## config.mk

```make
export PLATFORM = sky130hd
export DESIGN_NAME = riscv_imem_prefetch_flat
export DESIGN_NICKNAME = d
export VERILOG_FILES = /design/src/rtl/riscv_imem_prefetch_if.sv /design/src/rtl/riscv_imem_prefetch.sv /design/src/flat_wrapper.sv
export SDC_FILE = /design/constraint.sdc
export NUM_CORES = 1
export LEC_CHECK = 0
export CAP_MARGIN = 20
export CELL_PAD_IN_SITES_DETAIL_PLACEMENT = 0
export CELL_PAD_IN_SITES_GLOBAL_PLACEMENT = 1
export CORE_ASPECT_RATIO = 2
export CORE_UTILIZATION = 30
export CTS_BUF_LIST = sky130_fd_sc_hd__clkbuf_8
export DETAILED_ROUTE_END_ITERATION = 16
export HOLD_SLACK_MARGIN = 0.12
export PLACE_DENSITY_LB_ADDON = 0.08
export SLEW_MARGIN = 20
export SYNTH_ARGS = -nofsm -noshare
export SYNTH_HDL_FRONTEND = slang
export SYNTH_SLANG_ARGS = --single-unit
```

## constraint.sdc

```tcl
create_clock -name clk_i -period 3.3 [get_ports clk_i]
set_clock_uncertainty 0.1 [all_clocks]
set_input_delay 0.66 -clock clk_i [delete_from_list [all_inputs] [get_ports clk_i]]
set_output_delay 0.66 -clock clk_i [all_outputs]
set_load 0.005 [all_outputs]
```

## src/rtl/riscv_imem_prefetch_if.sv

```systemverilog
// Fetch-side bundle for the instruction prefetcher: CPU request/head port plus the BIU read channel.
// The master modport is the prefetcher's view; slave is the view of the CPU/BIU environment.
interface riscv_imem_prefetch_if #(
  parameter int unsigned XLEN        = 32,
  parameter int unsigned PLEN        = 34,
  parameter int unsigned PARCEL_SIZE = 32,
  parameter int unsigned BIUTAG_SIZE = 2
);
  localparam int unsigned PV_W = XLEN / PARCEL_SIZE;

  logic [1:0]             st_prv_i;
  logic                   mem_req_i;
  logic                   mem_ack_o;
  logic                   mem_flush_i;
  logic [XLEN-1:0]        mem_adr_i;
  logic [XLEN-1:0]        parcel_o;
  logic [PV_W-1:0]        parcel_valid_o;
  logic                   mem_error_o;
  logic                   mem_misaligned_o;
  logic                   biu_stb_o;
  logic                   biu_stb_ack_i;
  logic [PLEN-1:0]        biu_adri_o;
  logic [2:0]             biu_size_o;
  logic [2:0]             biu_type_o;
  logic                   biu_we_o;
  logic                   biu_lock_o;
  logic [2:0]             biu_prot_o;
  logic [XLEN-1:0]        biu_d_o;
  logic [XLEN-1:0]        biu_q_i;
  logic                   biu_ack_i;
  logic                   biu_err_i;
  logic [BIUTAG_SIZE-1:0] biu_tagi_o;
  logic [BIUTAG_SIZE-1:0] biu_tago_i;

  modport master (
    input  st_prv_i, mem_req_i, mem_flush_i, mem_adr_i,
    input  biu_stb_ack_i, biu_q_i, biu_ack_i, biu_err_i, biu_tago_i,
    output mem_ack_o, parcel_o, parcel_valid_o, mem_error_o, mem_misaligned_o,
    output biu_stb_o, biu_adri_o, biu_size_o, biu_type_o, biu_we_o, biu_lock_o,
    output biu_prot_o, biu_d_o, biu_tagi_o
  );

  modport slave (
    output st_prv_i, mem_req_i, mem_flush_i, mem_adr_i,
    output biu_stb_ack_i, biu_q_i, biu_ack_i, biu_err_i, biu_tago_i,
    input  mem_ack_o, parcel_o, parcel_valid_o, mem_error_o, mem_misaligned_o,
    input  biu_stb_o, biu_adri_o, biu_size_o, biu_type_o, biu_we_o, biu_lock_o,
    input  biu_prot_o, biu_d_o, biu_tagi_o
  );
endinterface

```

## src/rtl/riscv_imem_prefetch.sv

```systemverilog
// Uncached sequential instruction prefetcher: keeps up to MAX_OUTSTANDING BIU reads in flight
// into a DEPTH-entry queue and uses an epoch tag to drop returns that predate a flush.
module riscv_imem_prefetch #(
  parameter int unsigned XLEN            = 32,
  parameter int unsigned PLEN            = 34,
  parameter int unsigned PARCEL_SIZE     = 32,
  parameter int unsigned HAS_RVC         = 0,
  parameter int unsigned DEPTH           = 4,
  parameter int unsigned MAX_OUTSTANDING = 2,
  parameter int unsigned BIUTAG_SIZE     = 2
) (
  input  logic                   rst_ni,
  input  logic                   clk_i,
  riscv_imem_prefetch_if.master  bus
);
  localparam int unsigned PV_W   = XLEN / PARCEL_SIZE;
  localparam int unsigned BPW    = XLEN / 8;
  localparam int unsigned PSH    = $clog2(PARCEL_SIZE / 8);
  localparam int unsigned PTR_W  = $clog2(DEPTH);
  localparam int unsigned CNT_W  = $clog2(DEPTH) + 1;
  localparam int unsigned OFF_W  = 3;

  localparam logic [2:0] SIZE_WORD      = 3'b010;
  localparam logic [2:0] SIZE_DWORD     = 3'b011;
  localparam logic [2:0] TYPE_SINGLE    = 3'b000;
  localparam logic [2:0] PROT_INSTR     = 3'b001;
  localparam logic [2:0] PROT_PRIV      = 3'b010;

  typedef enum logic [1:0] {ST_IDLE, ST_RUN, ST_HALT} state_e;

  state_e                 state_q, state_d;
  logic [BIUTAG_SIZE-1:0] epoch_q, epoch_d;
  logic [XLEN-1:0]        fetch_adr_q, fetch_adr_d;
  logic [OFF_W-1:0]       offset_q, offset_d;
  logic                   first_q, first_d;
  logic [CNT_W-1:0]       outst_q, outst_d;
  logic [CNT_W-1:0]       count_q, count_d;
  logic [PTR_W-1:0]       wr_ptr_q, wr_ptr_d;
  logic [PTR_W-1:0]       rd_ptr_q, rd_ptr_d;

  logic [XLEN-1:0]        data_q [DEPTH];
  logic [PV_W-1:0]        pv_q   [DEPTH];
  logic                   err_q  [DEPTH];
  logic                   mis_q  [DEPTH];

  logic                   stb_c, accept_c, ret_c, pop_c, head_vld_c, mis_c;
  logic                   push_c, push_err_c, push_mis_c;
  logic [PTR_W-1:0]       push_idx_c;
  logic [XLEN-1:0]        push_data_c;
  logic [PV_W-1:0]        push_pv_c, pv_first_c;

  always_ff @(posedge clk_i or negedge rst_ni) begin
    if (!rst_ni) begin
      state_q     <= ST_IDLE;
      epoch_q     <= '0;
      fetch_adr_q <= '0;
      offset_q    <= '0;
      first_q     <= 1'b0;
      outst_q     <= '0;
      count_q     <= '0;
      wr_ptr_q    <= '0;
      rd_ptr_q    <= '0;
    end else begin
      state_q     <= state_d;
      epoch_q     <= epoch_d;
      fetch_adr_q <= fetch_adr_d;
      offset_q    <= offset_d;
      first_q     <= first_d;
      outst_q     <= outst_d;
      count_q     <= count_d;
      wr_ptr_q    <= wr_ptr_d;
      rd_ptr_q    <= rd_ptr_d;
    end
  end

  // Queue storage; only the push slot is written each cycle.
  always_ff @(posedge clk_i or negedge rst_ni) begin
    if (!rst_ni) begin
      for (int i = 0; i < DEPTH; i++) begin
        data_q[i] <= '0;
        pv_q[i]   <= '0;
        err_q[i]  <= 1'b0;
        mis_q[i]  <= 1'b0;
      end
    end else if (push_c) begin
      data_q[push_idx_c] <= push_data_c;
      pv_q[push_idx_c]   <= push_pv_c;
      err_q[push_idx_c]  <= push_err_c;
      mis_q[push_idx_c]  <= push_mis_c;
    end
  end

  always_comb begin
    state_d     = state_q;
    epoch_d     = epoch_q;
    fetch_adr_d = fetch_adr_q;
    offset_d    = offset_q;
    first_d     = first_q;
    wr_ptr_d    = wr_ptr_q;
    rd_ptr_d    = rd_ptr_q;
    count_d     = count_q;
    push_c      = 1'b0;
    push_idx_c  = wr_ptr_q;
    push_data_c = bus.biu_q_i;
    push_err_c  = bus.biu_err_i;
    push_mis_c  = 1'b0;
    push_pv_c   = '1;

    head_vld_c  = (count_q != '0);
    // Credit: every in-flight read already owns a queue slot.
    stb_c       = (state_q == ST_RUN) && (outst_q < CNT_W'(MAX_OUTSTANDING)) &&
                  (((CNT_W+1)'(count_q) + (CNT_W+1)'(outst_q)) < (CNT_W+1)'(DEPTH));
    accept_c    = stb_c & bus.biu_stb_ack_i;
    ret_c       = bus.biu_ack_i | bus.biu_err_i;
    pop_c       = bus.mem_req_i & head_vld_c & ~bus.mem_flush_i;
    mis_c       = bus.mem_adr_i[0] | ((HAS_RVC == 0) && bus.mem_adr_i[1]);
    pv_first_c  = PV_W'({PV_W{1'b1}} << offset_q);

    outst_d = outst_q + CNT_W'(accept_c) - CNT_W'(ret_c);
    if (accept_c) fetch_adr_d = fetch_adr_q + XLEN'(BPW);

    if (bus.mem_flush_i) begin
      epoch_d     = epoch_q + 1'b1;
      fetch_adr_d = bus.mem_adr_i & ~XLEN'(BPW - 1);
      offset_d    = OFF_W'((bus.mem_adr_i[2:0] & 3'(BPW - 1)) >> PSH);
      first_d     = 1'b1;
      rd_ptr_d    = '0;
      wr_ptr_d    = '0;
      count_d     = '0;
      if (mis_c) begin
        push_c      = 1'b1;
        push_idx_c  = '0;
        push_data_c = '0;
        push_err_c  = 1'b0;
        push_mis_c  = 1'b1;
        wr_ptr_d    = PTR_W'(1);
        count_d     = CNT_W'(1);
        first_d     = 1'b0;
        state_d     = ST_HALT;
      end else begin
        state_d = ST_RUN;
      end
    end else begin
      if (ret_c && (bus.biu_tago_i == epoch_q)) begin
        push_c   = 1'b1;
        push_pv_c = first_q ? pv_first_c : '1;
        first_d  = 1'b0;
        wr_ptr_d = wr_ptr_q + 1'b1;
        if (bus.biu_err_i && (state_q == ST_RUN)) state_d = ST_HALT;
      end
      if (pop_c) rd_ptr_d = rd_ptr_q + 1'b1;
      count_d = count_q + CNT_W'(push_c) - CNT_W'(pop_c);
    end
  end

  assign bus.mem_ack_o        = pop_c;
  assign bus.parcel_o         = head_vld_c ? data_q[rd_ptr_q] : '0;
  assign bus.parcel_valid_o   = head_vld_c ? pv_q[rd_ptr_q]   : '0;
  assign bus.mem_error_o      = head_vld_c & err_q[rd_ptr_q];
  assign bus.mem_misaligned_o = head_vld_c & mis_q[rd_ptr_q];

  assign bus.biu_stb_o  = stb_c;
  assign bus.biu_adri_o = PLEN'(fetch_adr_q);
  assign bus.biu_size_o = (XLEN == 64) ? SIZE_DWORD : SIZE_WORD;
  assign bus.biu_type_o = TYPE_SINGLE;
  assign bus.biu_we_o   = 1'b0;
  assign bus.biu_lock_o = 1'b0;
  assign bus.biu_prot_o = PROT_INSTR | ((bus.st_prv_i == 2'b00) ? 3'b000 : PROT_PRIV);
  assign bus.biu_d_o    = '0;
  assign bus.biu_tagi_o = epoch_q;
endmodule

```

## src/flat_wrapper.sv

```systemverilog
// flat-port wrapper written by rule: the top's interface ports become plain ports
module riscv_imem_prefetch_flat 
#(
  parameter int unsigned XLEN            = 32,
  parameter int unsigned PLEN            = 34,
  parameter int unsigned PARCEL_SIZE     = 32,
  parameter int unsigned HAS_RVC         = 0,
  parameter int unsigned DEPTH           = 4,
  parameter int unsigned MAX_OUTSTANDING = 2,
  parameter int unsigned BIUTAG_SIZE     = 2
)
  (rst_ni, clk_i, bus_st_prv_i, bus_mem_req_i, bus_mem_flush_i, bus_mem_adr_i, bus_biu_stb_ack_i, bus_biu_q_i, bus_biu_ack_i, bus_biu_err_i, bus_biu_tago_i, bus_mem_ack_o, bus_parcel_o, bus_parcel_valid_o, bus_mem_error_o, bus_mem_misaligned_o, bus_biu_stb_o, bus_biu_adri_o, bus_biu_size_o, bus_biu_type_o, bus_biu_we_o, bus_biu_lock_o, bus_biu_prot_o, bus_biu_d_o, bus_biu_tagi_o);
  riscv_imem_prefetch_if #(.XLEN(XLEN), .PLEN(PLEN), .PARCEL_SIZE(PARCEL_SIZE), .BIUTAG_SIZE(BIUTAG_SIZE)) bus_i ();
  input  logic rst_ni;
  input  logic clk_i;
  input wire logic [$bits(bus_i.st_prv_i)-1:0] bus_st_prv_i;
  input wire logic [$bits(bus_i.mem_req_i)-1:0] bus_mem_req_i;
  input wire logic [$bits(bus_i.mem_flush_i)-1:0] bus_mem_flush_i;
  input wire logic [$bits(bus_i.mem_adr_i)-1:0] bus_mem_adr_i;
  input wire logic [$bits(bus_i.biu_stb_ack_i)-1:0] bus_biu_stb_ack_i;
  input wire logic [$bits(bus_i.biu_q_i)-1:0] bus_biu_q_i;
  input wire logic [$bits(bus_i.biu_ack_i)-1:0] bus_biu_ack_i;
  input wire logic [$bits(bus_i.biu_err_i)-1:0] bus_biu_err_i;
  input wire logic [$bits(bus_i.biu_tago_i)-1:0] bus_biu_tago_i;
  output wire logic [$bits(bus_i.mem_ack_o)-1:0] bus_mem_ack_o;
  output wire logic [$bits(bus_i.parcel_o)-1:0] bus_parcel_o;
  output wire logic [$bits(bus_i.parcel_valid_o)-1:0] bus_parcel_valid_o;
  output wire logic [$bits(bus_i.mem_error_o)-1:0] bus_mem_error_o;
  output wire logic [$bits(bus_i.mem_misaligned_o)-1:0] bus_mem_misaligned_o;
  output wire logic [$bits(bus_i.biu_stb_o)-1:0] bus_biu_stb_o;
  output wire logic [$bits(bus_i.biu_adri_o)-1:0] bus_biu_adri_o;
  output wire logic [$bits(bus_i.biu_size_o)-1:0] bus_biu_size_o;
  output wire logic [$bits(bus_i.biu_type_o)-1:0] bus_biu_type_o;
  output wire logic [$bits(bus_i.biu_we_o)-1:0] bus_biu_we_o;
  output wire logic [$bits(bus_i.biu_lock_o)-1:0] bus_biu_lock_o;
  output wire logic [$bits(bus_i.biu_prot_o)-1:0] bus_biu_prot_o;
  output wire logic [$bits(bus_i.biu_d_o)-1:0] bus_biu_d_o;
  output wire logic [$bits(bus_i.biu_tagi_o)-1:0] bus_biu_tagi_o;
  assign bus_i.st_prv_i = bus_st_prv_i;
  assign bus_i.mem_req_i = bus_mem_req_i;
  assign bus_i.mem_flush_i = bus_mem_flush_i;
  assign bus_i.mem_adr_i = bus_mem_adr_i;
  assign bus_i.biu_stb_ack_i = bus_biu_stb_ack_i;
  assign bus_i.biu_q_i = bus_biu_q_i;
  assign bus_i.biu_ack_i = bus_biu_ack_i;
  assign bus_i.biu_err_i = bus_biu_err_i;
  assign bus_i.biu_tago_i = bus_biu_tago_i;
  assign bus_mem_ack_o = bus_i.mem_ack_o;
  assign bus_parcel_o = bus_i.parcel_o;
  assign bus_parcel_valid_o = bus_i.parcel_valid_o;
  assign bus_mem_error_o = bus_i.mem_error_o;
  assign bus_mem_misaligned_o = bus_i.mem_misaligned_o;
  assign bus_biu_stb_o = bus_i.biu_stb_o;
  assign bus_biu_adri_o = bus_i.biu_adri_o;
  assign bus_biu_size_o = bus_i.biu_size_o;
  assign bus_biu_type_o = bus_i.biu_type_o;
  assign bus_biu_we_o = bus_i.biu_we_o;
  assign bus_biu_lock_o = bus_i.biu_lock_o;
  assign bus_biu_prot_o = bus_i.biu_prot_o;
  assign bus_biu_d_o = bus_i.biu_d_o;
  assign bus_biu_tagi_o = bus_i.biu_tagi_o;
  riscv_imem_prefetch #(.XLEN(XLEN), .PLEN(PLEN), .PARCEL_SIZE(PARCEL_SIZE), .HAS_RVC(HAS_RVC), .DEPTH(DEPTH), .MAX_OUTSTANDING(MAX_OUTSTANDING), .BIUTAG_SIZE(BIUTAG_SIZE)) u_core (.rst_ni(rst_ni), .clk_i(clk_i), .bus(bus_i));
endmodule
```

* After elaboration in Yosys (flattened, before gate mapping)
Cells that the tools add are included.
Storage, ports and cells: word-level logic and storage cells 108, register bits after elaboration 186
Operators by class: reductions and logical operators 12, $add $sub $neg 9, order comparisons 5, mux-type cells 46, equal/unequal tests 2, bitwise gates (word level) 11
Operators with widths (count):
- $mux W32 | 8
- $bwmux W128 | 1
- $bmux W32 S2 | 1
- $demux W32 S2 | 1
- $add A32 B3 Y32 const B | 1
- $mux W2 | 11
- $mux W1 | 17
- $bwmux W4 | 2
- $reduce_bool A2 Y1 | 4
- $add A2 B1 Y2 const B | 3
- $add A3 B1 Y3 | 2
- $bmux W1 S2 | 3
- $ge A3 B3 Y1 const B | 2
- $not A2 Y3 | 2
- $sub A3 B1 Y3 | 2
- $and A1 B1 Y1 | 5
- $logic_and A1 B1 Y1 | 5
- $add A3 B3 Y4 | 1
- $lt A4 B3 Y1 const B | 1
- $or A4 B4 Y4 | 1
- $lt A3 B1 Y1 const B | 1
- $lt A3 B2 Y1 const B | 1
- $mux W3 | 1
- $reduce_bool A3 Y1 | 1
- 7 further kinds | 8

* Depth between registers and ports, before layout
Gate-level depths: netlist of run 1.
word-level depth 9, mapped depth 11, depth with buffers taken out 10

* Worst setup path after synthesis of run 1
OpenSTA, ideal clock, no wires.
kind input to register, start point input bus_mem_flush_i, end point register u_core.count_q[2], path slack 0.443 ns, cell stages on the path 11, data arrival time 2.626 ns, data required time 3.068 ns, cell sequence clkbuf_1 > clkbuf_1 > clkbuf_1 > nor2_1 > ha_1 > inv_1 > ha_1 > inv_1 > fa_1 > xnor2_1 > nor2_1
On the way: longest elaborated chain between the ends 4
Ends and longest elaborated chain:
- from (decl) | RTL line flat_wrapper.sv:18 | input wire logic [$bits(bus_i.mem_flush_i)-1:0] bus_mem_flush_i;
- $not A1 Y1 | RTL line riscv_imem_prefetch.sv:115 | pop_c = bus.mem_req_i & head_vld_c & ~bus.mem_flush_i;
- $and A1 B1 Y1 | RTL line riscv_imem_prefetch.sv:115
- named net bus_mem_ack_o | RTL line flat_wrapper.sv:25 | output wire logic [$bits(bus_i.mem_ack_o)-1:0] bus_mem_ack_o;
- $sub A3 B1 Y3 | RTL line riscv_imem_prefetch.sv:152 | count_d = count_q + CNT_W'(push_c) - CNT_W'(pop_c);
- $mux W3 | RTL line riscv_imem_prefetch.sv:122 | if (bus.mem_flush_i) begin
- named net u_core.count_d[2] | RTL line riscv_imem_prefetch.sv:37 | logic [CNT_W-1:0] count_q, count_d;
- to (signal assigned) | RTL line riscv_imem_prefetch.sv:70 | count_q <= count_d;
- to (decl) | RTL line riscv_imem_prefetch.sv:37
The timed path passes the listed nets, and every way through them passes these cells. A chain may end at the register's enable or synchronous reset.

* Final worst setup path of run 1
start point register u_core.rd_ptr_q[0], end point output bus_parcel_o[26]
On the way: longest elaborated chain between the ends 5
Ends and longest elaborated chain:
- from (decl) | RTL line riscv_imem_prefetch.sv:39 | logic [PTR_W-1:0] rd_ptr_q, rd_ptr_d;
- from (signal assigned) | RTL line riscv_imem_prefetch.sv:72 | rd_ptr_q <= rd_ptr_d;
- $not A2 Y3 (not written as such) | RTL line riscv_imem_prefetch.sv:157 | assign bus.parcel_o = head_vld_c ? data_q[rd_ptr_q] : '0;
- $bmux W32 S2 | RTL line riscv_imem_prefetch.sv:157
- $mux W32 (not written as such) (2 in series) | RTL line riscv_imem_prefetch.sv:157
- $mux W32 | RTL line riscv_imem_prefetch.sv:157
- to (decl) | RTL line flat_wrapper.sv:26 | output wire logic [$bits(bus_i.parcel_o)-1:0] bus_parcel_o;
Every way passes these cells. The select of a mux whose other input is x is not followed.

==> impl_metrics.toml, run 1 <==
[status]
status = "finished clean"

[synth]
synth-xor-area-share_pct = 3.441
synth_area_leaders = "dfrtp_1 (49%), mux4_2 (8.4%), nand2_1 (6.7%), o21ai_0 (4.9%), mux2_2 (4.8%)"
synthDominantCellAreaShare_pct = 48.89
async_flop_share_pct = 100.0
synth_top_family_by_area = "multiplexers"
yosys.cell_count.top_type = "dfrtp_1"
synth_seq_area_share_pct = 48.89
yosys-mux-area-fraction_pct = 17.94
syn_avg_cell_area_sq_um = 10.99
synth-edff-count = 0
synth_area_leader_cell = "dfrtp_1"
synth_compound_area_share_pct = 5.660
ys_warn_count = 0
synthCells = 857
ys_types = 47
synth-seq-cells = 184
yosys-top-cells-count = "dfrtp_1 (184), nand2_1 (168), o21ai_0 (92), buf_4 (49)"
synthFlopType = "dfrtp_1"
yosys.area_share.simple_pct = 15.08
synthAdderAreaFrac_pct = 1.488
synth.cell_area_sq_um = 9418

[clock_tree]
htreeDepth = 4
clk_latency_ns = 0.49
cts_tree = "yes"
cts.sinks = 184
cts_root_buffer = "clkbuf_8"
clk_pin_slew_worst_paths_ns = 0.09
clk_path_buf_depth = 2
numCtsBuffers = 17

[critical_path]
crit_path_max_fanout = 16
cp-end-kind = "output pin"
cpPeakStageDelay_ns = 0.60
critPathLaunchType = "register"
crit_cells = 4
path_class = "register to output pin"
reg2reg_slack_ns = 0.99
slowest_stage = "mux4_2"
crit_buf_inv = 2
path_cells = "buf_6, mux4_2, nor2b_1, clkdlybuf4s50_1"
crit_family = "buffers and inverters"
cp.arrival_ns = 2.34
ff2ff_path_depth = 7
cp.required_ns = 2.54

[sta]
hold_viol_final = 0
fmax_ghz = 0.3221
setup_tns_ns = 0
setup_viol = 0
drv_slew = 0
post-route-period-util_pct = 94.07
period_needed_ns = 3.104
relSlewSlack_pct = 53.43
rsz0062_at_grt = "no"
tightest_slew_ns = 0.6986

[cells_and_area]
multi_input_area_sq_um = 4303
nets = 1072
seq_area_sq_um = 4609
area_delta_synth_final_pct = 24.19
drive_gt1_share_pct = 17.03
nFillCells = 3061

[floorplan]
dieWidth_um = 127.3
dieArea_sq_um = 32150
start_util_pct = 30.52
num_io_pins = 191
coreArea_sq_um = 30860
die_height_um = 252.6
rows = 91

[power_and_ir_drop]
swShare_pct = 29.69
p_sw_mw = 2.218
power_density_nw_per_um2 = 638.7
p_seq_share_pct = 43.8
pwr-share-comb_pct = 33.9
p_leak_nw = 5.102
power_mw = 7.471
internal_power_mw = 5.252
vdd_ir_drop_max_v = 0.0002896
p_clk_share_pct = 22.4

[global_route]
grtUsageTotal_pct = 16.67
grt_pass1_wl_mm = 39.91
grt_max_degree = 80
grt_pass1_vias = 6819
antenna_found_initial = 1
grt_overflow = 0

[route]
first_pass_iters = 4
remaining_drc_errors = 0
ant_nets = 0
wl_per_cell_um = 17.80
avgViaCountPerCell = 4.536
finalWirelength_mm = 25.23
vias = 6427
drtIter0Drc = 349

[hold_path]
hold_depth = 1
hp-class = "register to register"

[placed_design]
gp_congestion = 0.7426
dp_hpwl_mm = 17.35
io_buffers = 144

[flow_run]
max-cap-violations = 0
## sequential cells by signal, summed over array words and instances, names as in the netlist
name and flops:
u_core.data_q 128, u_core.fetch_adr_q 30, u_core.err_q 4, u_core.mis_q 4, u_core.pv_q 4, u_core.count_q 3
u_core.outst_q 3, u_core.bus.biu_tagi_o 2, u_core.rd_ptr_q 2, u_core.state_q 2, u_core.wr_ptr_q 2
## cells by family (layout without fill, tap and decap cells)
| group | after synthesis | count (layout) |
|---|---|---|
| AOI/OAI and AO/OA | 102 | 102 |
| xor gates and xnor gates | 37 | 37 |
| adders and majority gates | 10 | 10 |
| buffers and inverters | 119 | 216 |
| DFF | 184 | 184 |
| muxes | 106 | 106 |
| other | 2 | 47 |
| and+or+nand+nor | 297 | 297 |
## power by group through the flow
stage | combinational (mW) | sequential, mW | clock (mW)
global route | 2.81 | 3.35 | 1.82
floorplan | 1.67 | 3.15 | 0
CTS | 2.61 | 3.28 | 1.76
finish | 2.53 | 3.27 | 1.67
global placement | 2.58 | 3.32 | 0
detailed placement | 2.60 | 3.32 | 0
## stage by stage
step | hold WS, ns | utilization [%] | cells | setup WS, ns | cell area (sq um)
2_1_floorplan | 0.2644 | - | 901 | 0.4428 | 9583
3_3_place_gp | 0.3441 | 36.49 | 1385 | 0.4620 | 11260
3_5_place_dp | 0.3488 | 36.49 | 1385 | 0.4307 | 11260
4_1_cts | 0.3288 | 37.88 | 1416 | 0.009794 | 11690
5_1_grt | 0.3465 | 37.91 | 1417 | 0.06850 | 11700
6_report | 0.3712 | 37.91 | 1417 | 0.1956 | 11700
## area by class of cell
cell class	count	area share [%]
multi-input cells	598	36.79
clock buffers	19	2.236
diodes	1	0.02139
inverters	16	0.5135
clock inverters	11	1.348
flip-flops and latches	184	39.41
repair buffers	170	15.21
well taps	418	4.472
## worst paths after layout
path                                         start                endpoint
worst max-delay path            u_core.rd_ptr_q[0]        bus_parcel_o[26]
worst min-delay path                u_core.pv_q[2]          u_core.pv_q[2]
worst max register to register   u_core.count_q[1]       u_core.outst_q[1]
worst min register to register      u_core.pv_q[2]          u_core.pv_q[2]
max in group asynchronous                   rst_ni       u_core.data_q[26]
min in group asynchronous                   rst_ni  u_core.fetch_adr_q[15]
## worst reg2reg max path: stages (launching register included)
cell	delay (ns)
dfrtp_1	0.47
ha_1	0.22
and4bb_2	0.30
and3_1	0.29
nand2_1	0.16
inv_1	0.08
ha_1	0.16
fa_1	0.41
## metal layers
layer | part of all wire [%] | routed length [um] | GRT usage [%]
met5 | 0 | 0 | 0
met1 | 37 | 9289 | 17.16
met3 | 4.4 | 1122 | 4.001
met2 | 57 | 14410 | 32.21
met4 | 1.6 | 404 | 5.510
## placed cells by master, fill, tap and decap left out, types with 15 or more instances in the layout
cell type,netlist,routed
dfrtp_1,184,182
nand2_1,168,168
clkdlybuf4s50_1,0,142
o21ai_0,92,92
conb_1,2,46
mux2_2,40,40
nor2b_1,40,40
mux4_2,35,35
mux2_4,28,28
clkbuf_8,0,20
xor2_1,19,19
inv_1,16,19
xnor2_1,18,18
nand4_1,16,16
nor2_1,15,15
## repair_timing
action | CTS | global route
buffers inserted | 0 | 0
gates resized for setup | 0 | 2
setup endpoints to repair | 0 | 6
hold buffers | 1 | 0
hold endpoints to repair | 37 | 0
Note: power is estimated with default switching activity, not from simulation.
==> run 2: changes to the inputs <==
- GPL_TIMING_DRIVEN: unset -> 0
==> run 2 against run 1 <==
Sequential power about the same. Worst hold slack worse by 0.0022 ns. Flip-flop and latch count stayed put. Clock-buffer cell count up 3. Routed wire length is 11% higher. Clock power is 4% lower. Register-to-register slack worse by 0.60 ns. Cell area up 3.1%. Critical endpoint is now bus_parcel_o[29]. Largest power group unchanged.
==> impl_metrics.toml, run 2 (synthesis results as in run 1) <==
[status]
status = "finished clean"

[route]
dr_wl_met2_mm = 16.09
wl_met1_mm = 10.10
finalWirelength_mm = 28.00
vias = 6775
wl_per_cell_um = 18.72
met3WireLength_mm = 1.080
avgViaCountPerCell = 4.529
remaining_drc_errors = 0
first_pass_iters = 4
drtIter0Drc = 370
ant_nets = 0
top_layer = "met4"

[cells_and_area]
nets = 1150
largestRegisters = "u_core.data_q x128, u_core.fetch_adr_q x30"
largest_reg_flops = 128
area_delta_synth_final_pct = 28.09
final_common_cell = "dfrtp_1"
layout_common_cells = "dfrtp_1 (183), nand2_1 (168), clkdlybuf4s50_1 (142)"
drive_gt1_share_pct = 19.87
largest_register = "u_core.data_q"
nFillCells = 3109

[floorplan]
start_util_pct = 30.52
die_height_um = 252.6
coreArea_sq_um = 30860
num_io_pins = 191
dieArea_sq_um = 32150
rows = 91
dieWidth_um = 127.3

[clock_tree]
cts.sinks = 184
numCtsBuffers = 17
clk_path_buf_depth = 2
cts_tree = "yes"
htreeDepth = 4
clk_pin_slew_worst_paths_ns = 0.09
cts_root_buffer = "clkbuf_8"
clk_latency_ns = 0.51

[critical_path]
endpoint = "bus_parcel_o[29]"
rr_endpoint = "u_core.fetch_adr_q[30]"
reg2reg_slack_ns = 0.39
cp-startpoint = "u_core.rd_ptr_q[0]"
cp.arrival_ns = 2.42
r2r_start = "u_core.count_q[1]"
cp-end-kind = "output pin"
path_class = "register to output pin"
cp.required_ns = 2.54
ff2ff_path_depth = 7
crit_path_max_fanout = 10
critPathLaunchType = "register"

[power_and_ir_drop]
vdd_ir_drop_max_v = 0.0003232
power_mw = 7.499
power_density_nw_per_um2 = 621.7
p_leak_nw = 5.370

[placed_design]
gp_congestion = 0.7981
io_buffers = 143
dp_hpwl_mm = 20.53

[sta]
setup_viol = 0
drv_slew = 0
relSlewSlack_pct = 45.95
post-route-period-util_pct = 96.39
fmax_ghz = 0.3144
tightest_slew_ns = 0.8034
period_needed_ns = 3.181
rsz0062_at_grt = "yes"
hold_viol_final = 0
setup_tns_ns = 0

[global_route]
grt_pass1_vias = 7365
grt_overflow = 0
grtUsageTotal_pct = 18.63
grt_max_degree = 81
antenna_found_initial = 1
grt_pass1_wl_mm = 43.89

[flow_run]
max-cap-violations = 0

[hold_path]
hold_depth = 1
hp-class = "register to register"
## run 2: changes by cell type in the layout (fill, tap and decap cells not counted), moves of 4 or more
cell | previous run | this run
buf_2 | 1 | 5
buf_4 | 13 | 50
buf_6 | 1 | 5
buf_12 | 11 | 2
clkbuf_1 | 0 | 31
clkbuf_2 | 0 | 5
## run 2: timing repair
item / in CTS / in global routing
hold buffers: 1 / 0
resized for setup: 17 / 3
hold endpoints to repair: 38 / 0
pin swaps: 0 / 1
buffers inserted: 0 / 0
endpoints found under the setup margin: 33 / 15
## run 2: critical path: stages, from the launching register on
cell	delay (ns)
dfrtp_1	0.35
buf_6	0.19
buf_6	0.21
mux4_2	0.56
nor2b_1	0.15
clkdlybuf4s50_1	0.45
## run 2: per-stage QoR
stage | cell area (sq um) | std cells | util [%] | worst slack, ns | hold slack, ns
2_1_floorplan | 9583 | 901 | - | 0.4428 | 0.2644
3_3_place_gp | 11540 | 1462 | 37.39 | -7.059 | 0.3447
5_1_grt | 12060 | 1496 | 39.09 | -0.01760 | 0.3859
4_1_cts | 12060 | 1496 | 39.08 | 0.009331 | 0.3765
3_5_place_dp | 11610 | 1465 | 37.63 | -0.1783 | 0.3514
6_report | 12060 | 1496 | 39.09 | 0.1190 | 0.3690
## run 2: cell type report
type,count,area [sq um],share of cell area [%]
Multi-Input combinational cell,598,4290,35.57
Timing Repair Buffer,147,1509,12.51
Inverter,16,60.06,0.4979
Antenna cell,1,2.502,0.02074
Clock buffer,22,302.8,2.510
Sequential cell,184,4606,38.18
Buffer,101,671.9,5.570
Tap cell,418,523.0,4.336
Clock inverter,9,97.59,0.8090
## run 2: layer usage
| metal | up-vias | GRT usage [%] |
|---|---|---|
| li1 | 3235 | - |
| met1 | 3328 | 19.03 |
| met2 | 180 | 36.08 |
| met3 | 32 | 3.493 |
| met4 | 0 | 7.925 |
| met5 | - | 0 |
## run 2: worst min path at each step
stage | startpoint | end | slack, ns
floorplan | rst_ni | u_core.bus.biu_tagi_o[0] | 0.26
global placement | u_core.pv_q[2] | u_core.pv_q[2] | 0.34
detailed placement | u_core.pv_q[1] | u_core.pv_q[1] | 0.35
CTS | u_core.pv_q[0] | u_core.pv_q[0] | 0.38
global route | u_core.pv_q[0] | u_core.pv_q[0] | 0.39
finish | u_core.pv_q[1] | u_core.pv_q[1] | 0.37
## run 2: power breakdown
| group | switching (mW) | total (mW) | internal, mW |
|---|---|---|---|
| clock | 0.840 | 1.60 | 0.762 |
| combinational | 1.04 | 2.65 | 1.60 |
| sequential | 0.396 | 3.25 | 2.86 |
==> run 3: changes to the inputs <==
- CORE_MARGIN: unset -> 2
==> run 3 against run 2 <==
Non-clock buffer count is 1 higher. First-iteration DRC count is 15% lower. Flip-flop and latch count stayed put. Sequential share of layout area is 0.095 points lower. Total power is 0.48% higher. Register-to-register slack better by 0.19 ns. Final cell count is 0.13% higher. Setup slack better by 0.0019 ns.
==> impl_metrics.toml, run 3 (synthesis results as in run 1) <==
[placed_design]
gp_congestion = 0.7366
place_area_sq_um = 11600
dp_hpwl_mm = 20.10
io_buffers = 143
pre_cts_slack_ns = -0.2029
place_inst = 1464

[cells_and_area]
fin_area_sq_um = 12090
largest_reg_flops = 128
final_common_cell = "dfrtp_1"
nets = 1151
multi_input_area_sq_um = 4290
area_delta_synth_final_pct = 28.40
fin_cells = 1498
largest_register = "u_core.data_q"
layout_common_cells = "dfrtp_1 (183), nand2_1 (168), clkdlybuf4s50_1 (142)"
seq_area_sq_um = 4606
largestRegisters = "u_core.data_q x128, u_core.fetch_adr_q x30"
fin_util_pct = 39.19
nFillCells = 3158
drive_gt1_share_pct = 19.93

[sta]
hold_viol_final = 0
drv_slew = 0
relSlewSlack_pct = 33.71
worst_slack_ns = 0.1209
post-route-period-util_pct = 96.34
setup_tns_ns = 0
setup_viol = 0
rsz0062_at_grt = "yes"
period_needed_ns = 3.179
fmax_ghz = 0.3146
tightest_slew_ns = 0.9852

[global_route]
grt_overflow = 0
globalRoute.busiestLayer = "met2"
antenna_found_initial = 1
grt_pass1_vias = 7200
gr-usage-met2_pct = 34.24
gr-usage-met1_pct = 18.47
grt_max_degree = 90
met3_usage_pct = 3.713
grtUsageTotal_pct = 17.51
grt_pass1_wl_mm = 42.76

[flow_run]
max-cap-violations = 0

[power_and_ir_drop]
vdd_ir_drop_max_v = 0.0003011
p_leak_nw = 5.387
power_density_nw_per_um2 = 623.1

[critical_path]
crit_top_cell = "buf_6"
slowest_stage = "mux4_2"
crit_path_max_fanout = 10
critPathLaunchType = "register"
cp-end-kind = "output pin"
cpPeakStageDelay_ns = 0.56
cp.required_ns = 2.54
cp.arrival_ns = 2.42
path_class = "register to output pin"
path_cells = "buf_6, buf_6, mux4_2, nor2b_1, clkdlybuf4s50_1"

[status]
status = "finished clean"

[clock_tree]
cts_tree = "yes"
cts_root_buffer = "clkbuf_8"
htreeDepth = 4
clk_path_buf_depth = 2
numCtsBuffers = 17
clk_pin_slew_worst_paths_ns = 0.10
cts.sinks = 184
clk_latency_ns = 0.49

[route]
wl_per_cell_um = 18.29
drtIter0Drc = 314
ant_nets = 0
first_pass_iters = 4
vias = 6742
remaining_drc_errors = 0
finalWirelength_mm = 27.40
avgViaCountPerCell = 4.501

[floorplan]
coreArea_sq_um = 30860
dieArea_sq_um = 32910
dieWidth_um = 129.3
num_io_pins = 191
start_util_pct = 30.52
die_height_um = 254.6
rows = 91

[hold_path]
hp-class = "register to register"
==> run 3: cell count changes in the layout (fill, tap and decap cells not counted) <==
cell,before,now
buf_12,2,3
buf_2,5,6
buf_4,50,49
clkbuf_8,22,23
clkinv_2,5,4
inv_1,17,18
==> run 3: power breakdown <==
group	internal, mW	switching [mW]
Sequential	2.86	0.388
Combinational	1.61	1.05
Clock	0.786	0.838
==> run 3: final cells by class <==
cell class	instances	share of cell area, %
Antenna cell	1	0.02069
Tap cell	418	4.325
Clock inverter	9	0.7967
Clock buffer	23	2.618
Timing Repair Buffer	147	12.58
Buffer	102	5.598
Multi-Input combinational cell	598	35.48
Sequential cell	184	38.09
Inverter	16	0.4966
==> run 3: routing by layer <==
metal	vias to the layer above	wire length [um]
met2	175	15890
met5	-	0
li1	3239	-
met1	3309	10000
met3	19	1101
met4	0	401
==> run 3: what timing repair did <==
item,CTS,global route
setup endpoints to repair,32,3
gates resized for setup,19,2
pin swaps,1,1
hold buffers,1,0
endpoints found under the hold margin,31,0
buffers inserted,0,1
==> run 3: final timing paths <==
kind / startpoint / end / slack, ns / cells after the start
max in group asynchronous: rst_ni / u_core.data_q[66] / 1.45 / 4
worst min register to register: u_core.pv_q[1] / u_core.pv_q[1] / 0.37 / 1
worst max register to register: u_core.count_q[1] / u_core.fetch_adr_q[31] / 0.58 / 7
min in group asynchronous: rst_ni / u_core.fetch_adr_q[3] / 0.52 / 2
worst max-delay path: u_core.rd_ptr_q[0] / bus_parcel_o[29] / 0.12 / 5
worst min-delay path: u_core.pv_q[1] / u_core.pv_q[1] / 0.37 / 1
==> run 3: stage by stage <==
stage | total power [mW] | hold WS, ns
6_report | 7.535 | 0.3727
5_1_grt | 8.065 | 0.4039
4_1_cts | 7.669 | 0.3780
3_5_place_dp | 5.960 | 0.3550
3_3_place_gp | 5.913 | 0.3517
2_1_floorplan | 4.813 | 0.2644
==> run 3: critical path: cells and delay by family, from the launching register on <==
| family | cells | cell delay [ns] |
|---|---|---|
| buf+inv | 3 | 0.87 |
| flops | 1 | 0.35 |
| mux | 1 | 0.56 |
| simple gates | 1 | 0.15 |
==> variant (config.mk and constraints of run 2) <==
Reset style: synchronous (`rst_ni`), changed in 2 clocked blocks.
--- a/src/rtl/riscv_imem_prefetch.sv
+++ b/src/rtl/riscv_imem_prefetch.sv
@@ -49,7 +49,7 @@
   logic [XLEN-1:0]        push_data_c;
   logic [PV_W-1:0]        push_pv_c, pv_first_c;
 
-  always_ff @(posedge clk_i or negedge rst_ni) begin
+  always_ff @(posedge clk_i) begin
     if (!rst_ni) begin
       state_q     <= ST_IDLE;
       epoch_q     <= '0;
@@ -74,7 +74,7 @@
   end
 
   // Queue storage; only the push slot is written each cycle.
-  always_ff @(posedge clk_i or negedge rst_ni) begin
+  always_ff @(posedge clk_i) begin
     if (!rst_ni) begin
       for (int i = 0; i < DEPTH; i++) begin
         data_q[i] <= '0;
Behaviour: differs if rst_ni is asserted again (counterexample within 4 cycles, from zero or initial values and one cycle with rst_ni low); with rst_ni held inactive, the same outputs for 4 cycles.
==> variant against run 2 <==
  * First-iteration DRC count is 20% lower
  * Non-clock buffer count is 5 lower
  * Critical path depth is 2 higher
  * Count of clock-buffer cells in the layout is 5 lower
  * Routed wire length is 6.3% lower
  * Sequential cell count is 2 higher
  * Fmax is 0.84% lower
  * Design area is 1.1% lower
  * Worst setup slack worse by 0.027 ns
  * Synthesized area is 2.3% lower
Power is not compared: it rests on default switching activity, and its combinational part moved more than twofold at a synthesized area within 25%.
==> variant: results (changes against run 2) <==
- Sequential cells: 186 (+1.1%)
- Buf+Inv Stages, Crit Path: 5 (+2)
- Maximum vdd ir drop: 216 uV
- Worst-path fanout max: 17 (+7)
- Worst hold slack: 0.347 ns (-0.0217 ns)
- Ys async rst share: 0% (-100 points)
- Worst path slowest cell: clkbuf_1
- First-pass GRT wire length: 39.6 mm (-9.7%)
- Vias/cell: 4.71 (+3.9%)
- Vias in the first global route: 6,677 (-9.3%)
- Clock buf/inv share: 3.32% (-0.0040 points)
- Multi-input gates: 512 (-14%)
- Critical path arrival: 3.30 ns (+0.88 ns)
- Fill count: 2,976 (-4.3%)
- Slowest Stage Delay on Critical Path: 0.59 ns (+0.03 ns)
- Reg2Reg Setup Slack: 0.29 ns (-0.10 ns)
- Non-clock buffer share of cell area: 17.9% (-0.18 points)
- DR WL met3: 995 um (-7.9%)
- Post-Layout Cell Count: 1,361 (-9.0%)
- Area taken by multi-input logic gates: 3820 um^2 (-11%)
- EDFF count, synth: 131 (+131)
- Mean post-synth cell area: 12.0 um^2 (+9.1%)
- Inserted Diodes: 0 (-1)
- Clk_buf instances: 17 (-23%)
- Placed inst area: 11,400 um^2 (-1.6%)
- GP Congestion: 0.758 (-5.0%)
- Met3 Use GR: 3.30% (-0.19 points)
- GRT Util Overall: 17.2% (-1.4 points)
- Hold depth: 2 (+1)
- Endpoint, Worst Hold: u_core.pv_q[0]
- Worst slew pin tran: 0.847 ns (+0.0434 ns)
- GR Layer Usage met1: 16.5% (-2.5 points)
- FF-to-FF End: u_core.fetch_adr_q[27]
- Tap cells: 368 (-12%)
- Status: complete, no violations
- Worst-skew pair later-pin latency: 0.48 ns (-0.03 ns)
- Part of the Yosys area used for sequential elements: 54.7% (+5.8 points)
- Met2 global-route usage: 35.3% (-0.75 points)
- Nets@finish: 1,065 (-7.4%)
- Place WS: -1.07 ns (-0.890 ns)
- CTS resizes: 35 (+18)
- Min-delay src: u_core.pv_q[0]
- Top post-synthesis cells by count: 135 x and2_1, 131 x edfxtp_1, 55 x dfxtp_1
- Total wire length: 26.2 mm (-6.3%)
- Sequential share of cell area: 42.3% (+4.1 points)
- Synth cell types: 50 (+6.4%)
- Met2 wire length: 15.6 mm (-2.8%)
- IO buf count: 144 (+0.70%)
- Post-synth top flop: edfxtp_1
- Highest Signal Layer: met5
- Plain + repair buffers: 243 (-2.0%)
- DP HPWL: 19.1 mm (-6.9%)
- Reg2reg start: u_core.count_q[2]
- Placed Instances: 1,329 (-9.3%)
==> variant: worst register-to-register path, cell delays in order (launching register included) <==
cell	delay, ns
dfxtp_1	0.42
ha_1	0.30
or4b_1	0.50
buf_2	0.19
nor4_2	0.42
clkbuf_1	0.39
a21oi_1	0.12
or3b_2	0.46
==> variant: worst max-delay path by stage <==
stage	from	end	slack [ns]	cells past startpoint
floorplan	rst_ni	u_core.data_q[2][0]	0.16	7
global placement	bus_mem_flush_i	u_core.data_q[1][30]	-2.13	8
detailed placement	bus_mem_flush_i	u_core.data_q[2][20]	-1.07	9
CTS	u_core.count_q[2]	bus_biu_stb_o	0.008	5
global route	flop	bus_parcel_o[29]	0.0005	4
finish	bus_mem_flush_i	u_core.data_q[3][23]	0.09	7
==> variant: logic make-up after synthesis <==
logic type      count (synthesis)  synth area share [%]
xor+xnor                       13                  1.24
simple gates                  323                  21.2
compound gates                 82                  5.86
mux                            38                  8.90
other cells                     2                0.0816
flops                         186                  54.7
fa+ha+maj                      10                  1.52
buf+inv                       113                  6.52
